### src/rtl/wptr_rlevel_mon_if.sv
// Purpose: bundles the read-pointer monitor's inputs and status outputs into one port.
// Latency: none, wiring only.
// Backpressure: none; every signal is a level sampled or driven each wclk cycle.
//
// Signals (widths in terms of ADDRSIZE, pointers are ADDRSIZE+1 bits with the MSB as wrap bit):
//   rptr_i         Gray read pointer from the rclk domain (asynchronous)
//   wbin_i         registered binary write pointer
//   winc_i         write request this cycle
//   wfull_i        registered full flag
//   af_thresh_i    almost-full threshold (unsigned)
//   stat_clr_i     one-cycle clear of the sticky/HWM status
//   wq2_rptr_o     synchronized Gray read pointer
//   wrbin_o        decoded binary read pointer
//   wlevel_o       occupancy
//   walmost_full_o occupancy >= threshold
//   whwm_o         high-water mark of occupancy
//   wovf_o         sticky write-while-full
//   wptr_err_o     sticky pointer integrity error
interface wptr_rlevel_mon_if #(
    parameter int ADDRSIZE = 4
);
    logic [ADDRSIZE:0] rptr_i;
    logic [ADDRSIZE:0] wbin_i;
    logic              winc_i;
    logic              wfull_i;
    logic [ADDRSIZE:0] af_thresh_i;
    logic              stat_clr_i;
    logic [ADDRSIZE:0] wq2_rptr_o;
    logic [ADDRSIZE:0] wrbin_o;
    logic [ADDRSIZE:0] wlevel_o;
    logic              walmost_full_o;
    logic [ADDRSIZE:0] whwm_o;
    logic              wovf_o;
    logic              wptr_err_o;

    // Monitor side
    modport slave (
        input  rptr_i, wbin_i, winc_i, wfull_i, af_thresh_i, stat_clr_i,
        output wq2_rptr_o, wrbin_o, wlevel_o, walmost_full_o, whwm_o, wovf_o, wptr_err_o
    );

    // Write-pointer logic / status consumer side
    modport master (
        output rptr_i, wbin_i, winc_i, wfull_i, af_thresh_i, stat_clr_i,
        input  wq2_rptr_o, wrbin_o, wlevel_o, walmost_full_o, whwm_o, wovf_o, wptr_err_o
    );
endinterface

### src/rtl/wptr_rlevel_mon.sv
// Purpose: write-domain monitor of the async FIFO read pointer: sync, Gray decode, level and status.
// Latency: rptr -> wq2_rptr SYNC_STAGES edges, -> wrbin +1, -> wlevel/flags +1 (SYNC_STAGES+2 total).
// Backpressure: none; purely observational, never stalls the write side.
//
// Ports:
//   wclk     write clock
//   wrst_n   asynchronous active-low reset, clears every flop including the synchronizer
//   bus_if   slave modport of wptr_rlevel_mon_if (pointers, write controls, status outputs)
// SYNC_STAGES is meaningful in the range 2..4.
module wptr_rlevel_mon #(
    parameter int ADDRSIZE    = 4,
    parameter int SYNC_STAGES = 2
) (
    input  logic                 wclk,
    input  logic                 wrst_n,
    wptr_rlevel_mon_if.slave     bus_if
);

    // Full FIFO occupancy: only the wrap bit set.
    localparam logic [ADDRSIZE:0] DEPTH = {1'b1, {ADDRSIZE{1'b0}}};

    logic [ADDRSIZE:0] sync_q [SYNC_STAGES];
    logic [ADDRSIZE:0] wq2_rptr;
    logic [ADDRSIZE:0] prev_q;
    logic [ADDRSIZE:0] wrbin_q,  wrbin_d;
    logic [ADDRSIZE:0] wlevel_q, lvl_nxt;
    logic [ADDRSIZE:0] whwm_q,   whwm_d;
    logic              walmost_full_q, walmost_full_d;
    logic              wovf_q,   wovf_d;
    logic              wptr_err_q, wptr_err_d;
    logic              set_ovf;
    logic              set_err;

    assign wq2_rptr = sync_q[SYNC_STAGES-1];

    // Plain flop chain; nothing combinational between stages so each stage
    // gets a full cycle to resolve metastability.
    always_ff @(posedge wclk or negedge wrst_n) begin
        if (!wrst_n) begin
            for (int i = 0; i < SYNC_STAGES; i++) begin
                sync_q[i] <= '0;
            end
        end else begin
            sync_q[0] <= bus_if.rptr_i;
            for (int i = 1; i < SYNC_STAGES; i++) begin
                sync_q[i] <= sync_q[i-1];
            end
        end
    end

    // Gray -> binary: bit i is the XOR of all Gray bits at or above i.
    // Shifting right zero-fills, so reducing the shifted word gives exactly that.
    always_comb begin
        wrbin_d = '0;
        for (int i = 0; i <= ADDRSIZE; i++) begin
            wrbin_d[i] = ^(wq2_rptr >> i);
        end
    end

    // Modulo subtraction handles the wrap bit naturally, including the
    // exactly-full case (same low bits, different MSB).
    assign lvl_nxt = bus_if.wbin_i - wrbin_q;

    assign set_ovf = bus_if.winc_i & bus_if.wfull_i;

    // A legal synchronized Gray pointer moves at most one bit per cycle,
    // and the level can never exceed the FIFO depth.
    assign set_err = ($countones(wq2_rptr ^ prev_q) > 1) || (lvl_nxt > DEPTH);

    always_comb begin
        walmost_full_d = (lvl_nxt >= bus_if.af_thresh_i);
        whwm_d         = whwm_q;
        if (bus_if.stat_clr_i || (lvl_nxt > whwm_q)) begin
            // Clear restarts the mark from the current level rather than zero.
            whwm_d = lvl_nxt;
        end
        // Set takes priority over a same-cycle clear so no event is lost.
        wovf_d     = set_ovf | (wovf_q & ~bus_if.stat_clr_i);
        wptr_err_d = set_err | (wptr_err_q & ~bus_if.stat_clr_i);
    end

    always_ff @(posedge wclk or negedge wrst_n) begin
        if (!wrst_n) begin
            prev_q         <= '0;
            wrbin_q        <= '0;
            wlevel_q       <= '0;
            walmost_full_q <= 1'b0;
            whwm_q         <= '0;
            wovf_q         <= 1'b0;
            wptr_err_q     <= 1'b0;
        end else begin
            prev_q         <= wq2_rptr;
            wrbin_q        <= wrbin_d;
            wlevel_q       <= lvl_nxt;
            walmost_full_q <= walmost_full_d;
            whwm_q         <= whwm_d;
            wovf_q         <= wovf_d;
            wptr_err_q     <= wptr_err_d;
        end
    end

    assign bus_if.wq2_rptr_o     = wq2_rptr;
    assign bus_if.wrbin_o        = wrbin_q;
    assign bus_if.wlevel_o       = wlevel_q;
    assign bus_if.walmost_full_o = walmost_full_q;
    assign bus_if.whwm_o         = whwm_q;
    assign bus_if.wovf_o         = wovf_q;
    assign bus_if.wptr_err_o     = wptr_err_q;

endmodule

### src/flat_wrapper.sv
// flat-port wrapper written by rule: the top's interface ports become plain ports
module wptr_rlevel_mon_flat 
#(
    parameter int ADDRSIZE    = 4,
    parameter int SYNC_STAGES = 2
)
  (wclk, wrst_n, bus_if_rptr_i, bus_if_wbin_i, bus_if_winc_i, bus_if_wfull_i, bus_if_af_thresh_i, bus_if_stat_clr_i, bus_if_wq2_rptr_o, bus_if_wrbin_o, bus_if_wlevel_o, bus_if_walmost_full_o, bus_if_whwm_o, bus_if_wovf_o, bus_if_wptr_err_o);
  wptr_rlevel_mon_if #(.ADDRSIZE(ADDRSIZE)) bus_if_i ();
  input  logic wclk;
  input  logic wrst_n;
  input wire logic [$bits(bus_if_i.rptr_i)-1:0] bus_if_rptr_i;
  input wire logic [$bits(bus_if_i.wbin_i)-1:0] bus_if_wbin_i;
  input wire logic [$bits(bus_if_i.winc_i)-1:0] bus_if_winc_i;
  input wire logic [$bits(bus_if_i.wfull_i)-1:0] bus_if_wfull_i;
  input wire logic [$bits(bus_if_i.af_thresh_i)-1:0] bus_if_af_thresh_i;
  input wire logic [$bits(bus_if_i.stat_clr_i)-1:0] bus_if_stat_clr_i;
  output wire logic [$bits(bus_if_i.wq2_rptr_o)-1:0] bus_if_wq2_rptr_o;
  output wire logic [$bits(bus_if_i.wrbin_o)-1:0] bus_if_wrbin_o;
  output wire logic [$bits(bus_if_i.wlevel_o)-1:0] bus_if_wlevel_o;
  output wire logic [$bits(bus_if_i.walmost_full_o)-1:0] bus_if_walmost_full_o;
  output wire logic [$bits(bus_if_i.whwm_o)-1:0] bus_if_whwm_o;
  output wire logic [$bits(bus_if_i.wovf_o)-1:0] bus_if_wovf_o;
  output wire logic [$bits(bus_if_i.wptr_err_o)-1:0] bus_if_wptr_err_o;
  assign bus_if_i.rptr_i = bus_if_rptr_i;
  assign bus_if_i.wbin_i = bus_if_wbin_i;
  assign bus_if_i.winc_i = bus_if_winc_i;
  assign bus_if_i.wfull_i = bus_if_wfull_i;
  assign bus_if_i.af_thresh_i = bus_if_af_thresh_i;
  assign bus_if_i.stat_clr_i = bus_if_stat_clr_i;
  assign bus_if_wq2_rptr_o = bus_if_i.wq2_rptr_o;
  assign bus_if_wrbin_o = bus_if_i.wrbin_o;
  assign bus_if_wlevel_o = bus_if_i.wlevel_o;
  assign bus_if_walmost_full_o = bus_if_i.walmost_full_o;
  assign bus_if_whwm_o = bus_if_i.whwm_o;
  assign bus_if_wovf_o = bus_if_i.wovf_o;
  assign bus_if_wptr_err_o = bus_if_i.wptr_err_o;
  wptr_rlevel_mon #(.ADDRSIZE(ADDRSIZE), .SYNC_STAGES(SYNC_STAGES)) u_core (.wclk(wclk), .wrst_n(wrst_n), .bus_if(bus_if_i));
endmodule
### config.mk
export PLATFORM = sky130hd
export DESIGN_NAME = wptr_rlevel_mon_flat
export DESIGN_NICKNAME = d
export VERILOG_FILES = /design/src/rtl/wptr_rlevel_mon_if.sv /design/src/rtl/wptr_rlevel_mon.sv /design/src/flat_wrapper.sv
export SDC_FILE = /design/constraint.sdc
export NUM_CORES = 1
export LEC_CHECK = 0
export BUFFER_PORTS_ARGS = -buffer_cell sky130_fd_sc_hd__buf_2
export CAP_MARGIN = 20
export CORE_ASPECT_RATIO = 0.9
export CORE_MARGIN = 1
export CORE_UTILIZATION = 45
export DETAILED_ROUTE_END_ITERATION = 10
export GPL_ROUTABILITY_DRIVEN = 0
export PLACE_DENSITY = 0.77
export SKIP_LAST_GASP = 1
export SLEW_MARGIN = 20
export SYNTH_ARGS = -nofsm -noshare
export SYNTH_HDL_FRONTEND = slang
export SYNTH_SLANG_ARGS = --single-unit
### constraint.sdc
create_clock -name wclk -period 5.1 [get_ports wclk]
set_input_delay 0.765 -clock wclk [delete_from_list [all_inputs] [get_ports wclk]]
set_output_delay 0.765 -clock wclk [all_outputs]
set_load 0.02 [all_outputs]
==> results of run 1 <==
==> worst max-delay path, delay by kind of cell <==
kind / cells / cell delay [ps]
AO/OA/AOI/OAI: 2 / 270
XOR/XNOR: 1 / 360
adder cells (fa/ha/maj): 4 / 1210
buffers and inverters: 3 / 200
multiplexers: 1 / 320
AND/OR/NAND/NOR: 1 / 80
==> sequential cells by signal, indices dropped and copies added, names as in the netlist <==
name / flops
u_core.prev_q: 5
u_core.bus_if.wq2_rptr_o: 5
u_core.bus_if.whwm_o: 5
u_core.bus_if.walmost_full_o: 1
u_core.sync_q: 5
u_core.bus_if.wptr_err_o: 1
u_core.bus_if.wovf_o: 1
u_core.bus_if.wrbin_o: 4
u_core.bus_if.wlevel_o: 5
==> worst max path at each step <==
| stage | endpoint | slack, ps | start | cells past startpoint |
|---|---|---|---|---|
| global route | u_core.bus_if.whwm_o[1]$_DFFE_PN0P_ | 1970 | bus_if_wbin_i[0] | 12 |
| detailed placement | u_core.bus_if.whwm_o[1]$_DFFE_PN0P_ | 1730 | bus_if_wbin_i[0] | 12 |
| CTS | u_core.bus_if.whwm_o[1]$_DFFE_PN0P_ | 2090 | bus_if_wbin_i[0] | 12 |
| floorplan | u_core.bus_if.whwm_o[0]$_DFFE_PN0P_ | 2020 | bus_if_wbin_i[0] | 11 |
| global placement | u_core.bus_if.whwm_o[2]$_DFFE_PN0P_ | 1840 | bus_if_wbin_i[0] | 12 |
| finish | u_core.bus_if.whwm_o[1]$_DFFE_PN0P_ | 2090 | bus_if_wbin_i[0] | 12 |
==> layout by cell type, fill, tap and decap left out, drive strengths merged, types with 4 or more instances in the layout <==
master,instances
a21oi,4
buf,42
clkbuf,6
dfrtp,32
ha,13
inv,17
xnor2,4
xor2,9
==> routing by layer <==
metal  share of wire (%)  global-route usage, %  vias up
met3                 6.5                   4.88       10
met2                  52                   27.5       35
met1                  38                   15.9      432
met5                   0                      0        -
met4                 3.4                   11.0        0
li1                    -                      -      446
==> cells by family after synthesis <==
kind of cell               Yosys count  share of synthesized area [%]
muxes                                3                           3.04
DFF                                 32                           54.0
and+or+nand+nor                      7                           2.70
xor gates and xnor gates            13                           8.69
adders and majority gates           18                           15.9
AOI/OAI and AO/OA                   16                           8.43
buffers and inverters               23                           7.34
==> where the power goes <==
group / switching [W] / total, W / internal (W) / leakage, nW
logic: 0.000195 / 0.000350 / 0.000156 / 0.510
clock network: 0.0000789 / 0.000182 / 0.000103 / 0.0422
registers: 0.0000312 / 0.000336 / 0.000305 / 0.370
==> per-stage QoR <==
stage,setup slack [ps],hold slack (ps),cells
3_5_place_dp,1730,335,190
6_report,2090,354,198
2_1_floorplan,2020,331,112
5_1_grt,1970,365,198
3_3_place_gp,1840,332,190
4_1_cts,2090,357,198
==> area by class of cell <==
cell class | instances | area share [%]
Clock buffer | 6 | 2.32
Clock inverter | 2 | 1.97
Inverter | 17 | 3.59
Timing Repair Buffer | 42 | 11.8
Multi-Input combinational cell | 57 | 32.3
Sequential cell | 32 | 45.0
Tap cell | 42 | 2.96
==> impl_metrics.ini, run 1 <==
[yosys]
netlist_top_cells_count = dfrtp_1 (32), inv_1 (17), ha_1 (13)
yosys-top-cells-area = dfrtp_1 (54%), ha_1 (11%), xor2_1 (4.7%)
synthMostInstantiatedCell = dfrtp_1
avgSynthCellArea_um2 = 13.2
syn_inst = 112
syn_nets = 147
synth.top_cell.area_share_pct = 54.0
synth.largest_area_cell = dfrtp_1
synth_edf_count = 0
synth_seq_area_share_pct = 54.0
ys.flop_type = dfrtp_1
synth-seq-cells = 32
synth-async-reset-ratio_pct = 100
syn-cell-area_um2 = 1480
yosysWarnings = 0
ys_types = 30

[power_and_ir_drop]
power.leakage_nw = 0.923
power_w = 0.000868
ir_worst_vdd_mv = 0.214
power_density_nw_per_um2 = 488

[timing]
fmax_ghz = 0.333
finalHoldViolCount = 0
min_period_over_period_pct = 59.0
finalSetupViolCount = 0
tns_ps = 0
rsz0062_at_grt = false
maxSlewViolCount = 0
min_period_ps = 3010
slew_headroom_pct = 55.3
skew_ps = 9.61
worstMarginPinSlew_ps = 670

[cts]
path_clk_slew_ps = 90
cts_buffers = 5
hold_buffers = 0
root_buffer = clkbuf_4
clock-sinks = 32
cts_tree = built
cts_setup_buffers = 0
cts_resized = 0
h-tree-depth = 2
clk_latency_ps = 330
clockBufferDepth = 2

[global_route]
grt_pass1_vias = 975
antenna_found_initial = 0
grtUsageTotal_pct = 15.7
grt_first_pass_wirelength_um = 4050
grt_overflow = 0
grt_max_degree = 33

[routing]
route.vias.total = 923
wl_per_cell_um = 11.8
initialDrtViolationCount = 12
vias_per_cell = 4.66
detail-route-antenna-nets = 0
dr.pass1.iters = 4
drt_wl_total_um = 2330
drc = 0

[job]
max_cap_viol_count = 0

[worst_setup_path]
cp_data_required_time_ps = 5310
reg2regPathDepth = 10
end_kind = flip-flop
crit_fanout = 5
crit_type = in2reg
critPathSlowestCell = fa_1
crit_chain = buf_2, inv_1, ha_1, inv_1, fa_1, xor2_1, ha_1, nand3_1, o21ai_0, maj3_2, o21ai_4, mux2_4
cpPeakStageDelay_ps = 390
reg2reg_slack_ps = 2290
r2r-end = u_core.bus_if.whwm_o[1]$_DFFE_PN0P_
startpoint_type = input port
worstPathArrival_ps = 3220
r2r_start = u_core.bus_if.wrbin_o[0]$_DFF_PN0_

[final_layout]
nFillCells = 251
regArea_um2 = 801
antenna_cells = 0
drive_gt1_share_pct = 39.1
multi_input_area_um2 = 574
fin_nets = 190
fin_area_um2 = 1780
final_util_pct = 57.5
layout-area-overhead-vs-synth_pct = 19.8

[min_path]
hp-start = u_core.sync_q[5]$_DFF_PN0_
min_to = u_core.bus_if.wq2_rptr_o[0]$_DFF_PN0_
min_path_cells = 0
hp-class = reg2reg

[placement]
numPortBuffers = 42
dpl.hpwl_um = 1830
dpl-instance-area_um2 = 1700

[floorplanning]
core_um2 = 3090
boundaryPins = 43
dieArea_um2 = 3530
die_x_um = 62.5
num_rows = 19
die_y_um = 56.5
initial_core_util_pct = 48.0

[run_status]
status = finished clean
Power figures use the tool's default switching activity.
==> run 2, diff against run 1 <==
- ABC_AREA: not set -> 1
- PLACE_DENSITY: 0.77 -> 0.79
- clock period: 5.1 -> 2.5 ns (I/O delays scaled with it)
==> impl_metrics.ini, run 2 <==
[worst_setup_path]
r2r_start = u_core.bus_if.wrbin_o[0]$_DFF_PN0_
reg2reg_slack_ps = 200
r2r-end = u_core.bus_if.whwm_o[0]$_DFFE_PN0P_
reg2regPathDepth = 14
worstPathArrival_ps = 2470
startpoint_type = flip-flop
end_kind = flip-flop
crit_chain = ha_1, inv_1, fa_1, xnor2_1, inv_1, ha_1, a21oi_2, nand2_1, nand3_1, nand2_1, nand3_2, nand2_2, nand2_1, nand2_1
critPathSlowestCell = fa_1
cp_data_required_time_ps = 2670
crit_fanout = 5
cpPeakStageDelay_ps = 400
crit_type = reg2reg
cp_common_cell = nand2_1

[final_layout]
nFillCells = 273
antenna_cells = 0
layout-area-overhead-vs-synth_pct = 22.2
layout.cells.most_common_list = buf_2 (42), nand2_1 (32), dfrtp_1 (32)
multi_input_area_um2 = 606
drive_gt1_share_pct = 31.5
regArea_um2 = 801
fin_nets = 231
layout.cells.most_common = buf_2

[run_status]
status = finished clean

[power_and_ir_drop]
swShare_pct = 36.7
switchingPower_w = 0.000694
ir_worst_vdd_mv = 0.455
power_frac_clock_pct = 25.1
p_seq_share_pct = 36.2
power_density_nw_per_um2 = 998
p_int_w = 0.00119
pwr-share-comb_pct = 38.7
power.leakage_nw = 1.04

[timing]
maxSlewViolCount = 0
fmax_ghz = 0.435
min_period_ps = 2300
tns_ps = 0
min_period_over_period_pct = 91.9
worst_slack_ps = 203
worstMarginPinSlew_ps = 690
finalSetupViolCount = 0
finalHoldViolCount = 0
skew_ps = 4.01
slew_headroom_pct = 54.0
rsz0062_at_grt = false

[routing]
dr.pass1.iters = 4
drc = 0
drt_wl_total_um = 2600
initialDrtViolationCount = 63
wl_per_cell_um = 10.9
route.vias.total = 1098
detail-route-antenna-nets = 0
vias_per_cell = 4.59

[yosys]
synth-seq-cells = 32
syn_nets = 186
ys.flop_type = dfrtp_1
syn_inst = 151
synth.top_cell.area_share_pct = 51.7
avgSynthCellArea_um2 = 10.3
ys_types = 22
synth_edf_count = 0
syn-cell-area_um2 = 1550
synth_seq_area_share_pct = 51.7
synth-async-reset-ratio_pct = 100
netlist_top_cells_count = dfrtp_1 (32), nand2_1 (32), inv_1 (23)
synth.largest_area_cell = dfrtp_1
yosysWarnings = 0
yosys-top-cells-area = dfrtp_1 (52%), ha_1 (11%), nand2_1 (7.8%)

[job]
max_cap_viol_count = 0

[cts]
clock-sinks = 32
path_clk_slew_ps = 60
cts_tree = built
clockBufferDepth = 2
cts_buffers = 5
clk_latency_ps = 280
h-tree-depth = 2
root_buffer = clkbuf_8

[placement]
dpl.hpwl_um = 1990
pre_cts_slack_ps = 100
numPortBuffers = 42

[floorplanning]
initial_core_util_pct = 49.0
dieArea_um2 = 3680
core_um2 = 3160
boundaryPins = 43
die_x_um = 63.8
num_rows = 19
die_y_um = 57.7

[global_route]
grtUsageTotal_pct = 16.2
grt_overflow = 0
antenna_found_initial = 0
grt_first_pass_wirelength_um = 4350
grt_pass1_vias = 1082
grt_max_degree = 33

[min_path]
hp-class = in2async
[run 2: metrics by stage]
| stage | std cells | total power (W) | cell area (µm²) | hold slack (ps) | utilization [%] |
|---|---|---|---|---|---|
| final | 239 | 0.00189 | 1890 | 136 | 59.9 |
| after detailed placement | 231 | 0.00141 | 1780 | 337 | 56.4 |
| after CTS | 239 | 0.00189 | 1890 | 157 | 59.8 |
| after global routing | 239 | 0.00203 | 1890 | 180 | 59.9 |
| after floorplan | 151 | 0.00119 | 1550 | 79.4 | - |
| after global placement | 231 | 0.00139 | 1780 | 331 | 56.4 |
[run 2: how the worst max path moves through the flow]
stage / start / to / slack, ps
after CTS: u_core.bus_if.wrbin_o[0]$_DFF_PN0_ / u_core.bus_if.whwm_o[1]$_DFFE_PN0P_ / 240
after global routing: u_core.bus_if.wrbin_o[0]$_DFF_PN0_ / u_core.bus_if.whwm_o[0]$_DFFE_PN0P_ / 20
after detailed placement: bus_if_wbin_i[0] / u_core.bus_if.whwm_o[1]$_DFFE_PN0P_ / 100
final: u_core.bus_if.wrbin_o[0]$_DFF_PN0_ / u_core.bus_if.whwm_o[0]$_DFFE_PN0P_ / 200
after floorplan: u_core.bus_if.wrbin_o[0]$_DFF_PN0_ / u_core.bus_if.whwm_o[1]$_DFFE_PN0P_ / 230
after global placement: bus_if_wbin_i[0] / u_core.bus_if.whwm_o[2]$_DFFE_PN0P_ / 180
[run 2: per-layer routing]
layer  vias up  global-route usage, %  share of wire (%)
met2        34                   30.4                 53
met5         -                      0                  0
li1        554                      -                  -
met3         8                   4.72                5.5
met4         0                   7.79                1.7
met1       502                   16.6                 40
[run 2: critical path: cells and delay by family (launching register included)]
kind	cells	cell delay (ps)
and+or+nand+nor	7	510
buffers and inverters	2	120
AOI/OAI and AO/OA	1	150
xor gates and xnor gates	1	180
DFF	1	360
adders and majority gates	3	860
[run 2: kinds of logic after synthesis]
family | after synthesis | share of synthesized area, %
AO/OA/AOI/OAI | 7 | 2.99
buffers and inverters | 33 | 9.45
XOR/XNOR | 11 | 7.19
flip-flops | 32 | 51.7
adder cells (fa/ha/maj) | 15 | 13.1
AND/OR/NAND/NOR | 53 | 15.6
[run 2: power groups by stage]
stage	sequential, W	combinational [W]	clock, W
finish	0.000684	0.000731	0.000474
global route	0.000697	0.000825	0.000512
CTS	0.000687	0.000720	0.000486
detailed placement	0.000693	0.000716	0
global placement	0.000689	0.000697	0
floorplan	0.000795	0.000396	0
[run 2: cell type report]
| class | instances | area share (%) |
|---|---|---|
| inverters | 27 | 5.35 |
| clock inverters | 2 | 1.85 |
| multi-input cells | 86 | 32.0 |
| flip-flops and latches | 32 | 42.3 |
| repair buffers | 44 | 11.9 |
| clock buffers | 6 | 3.83 |
| well taps | 42 | 2.78 |
[run 2: timing repair]
item / in CTS / in global routing
gates resized for setup: 0 / 1
hold buffers: 0 / 0
buffers inserted: 0 / 0
endpoints found under the setup margin: 0 / 3
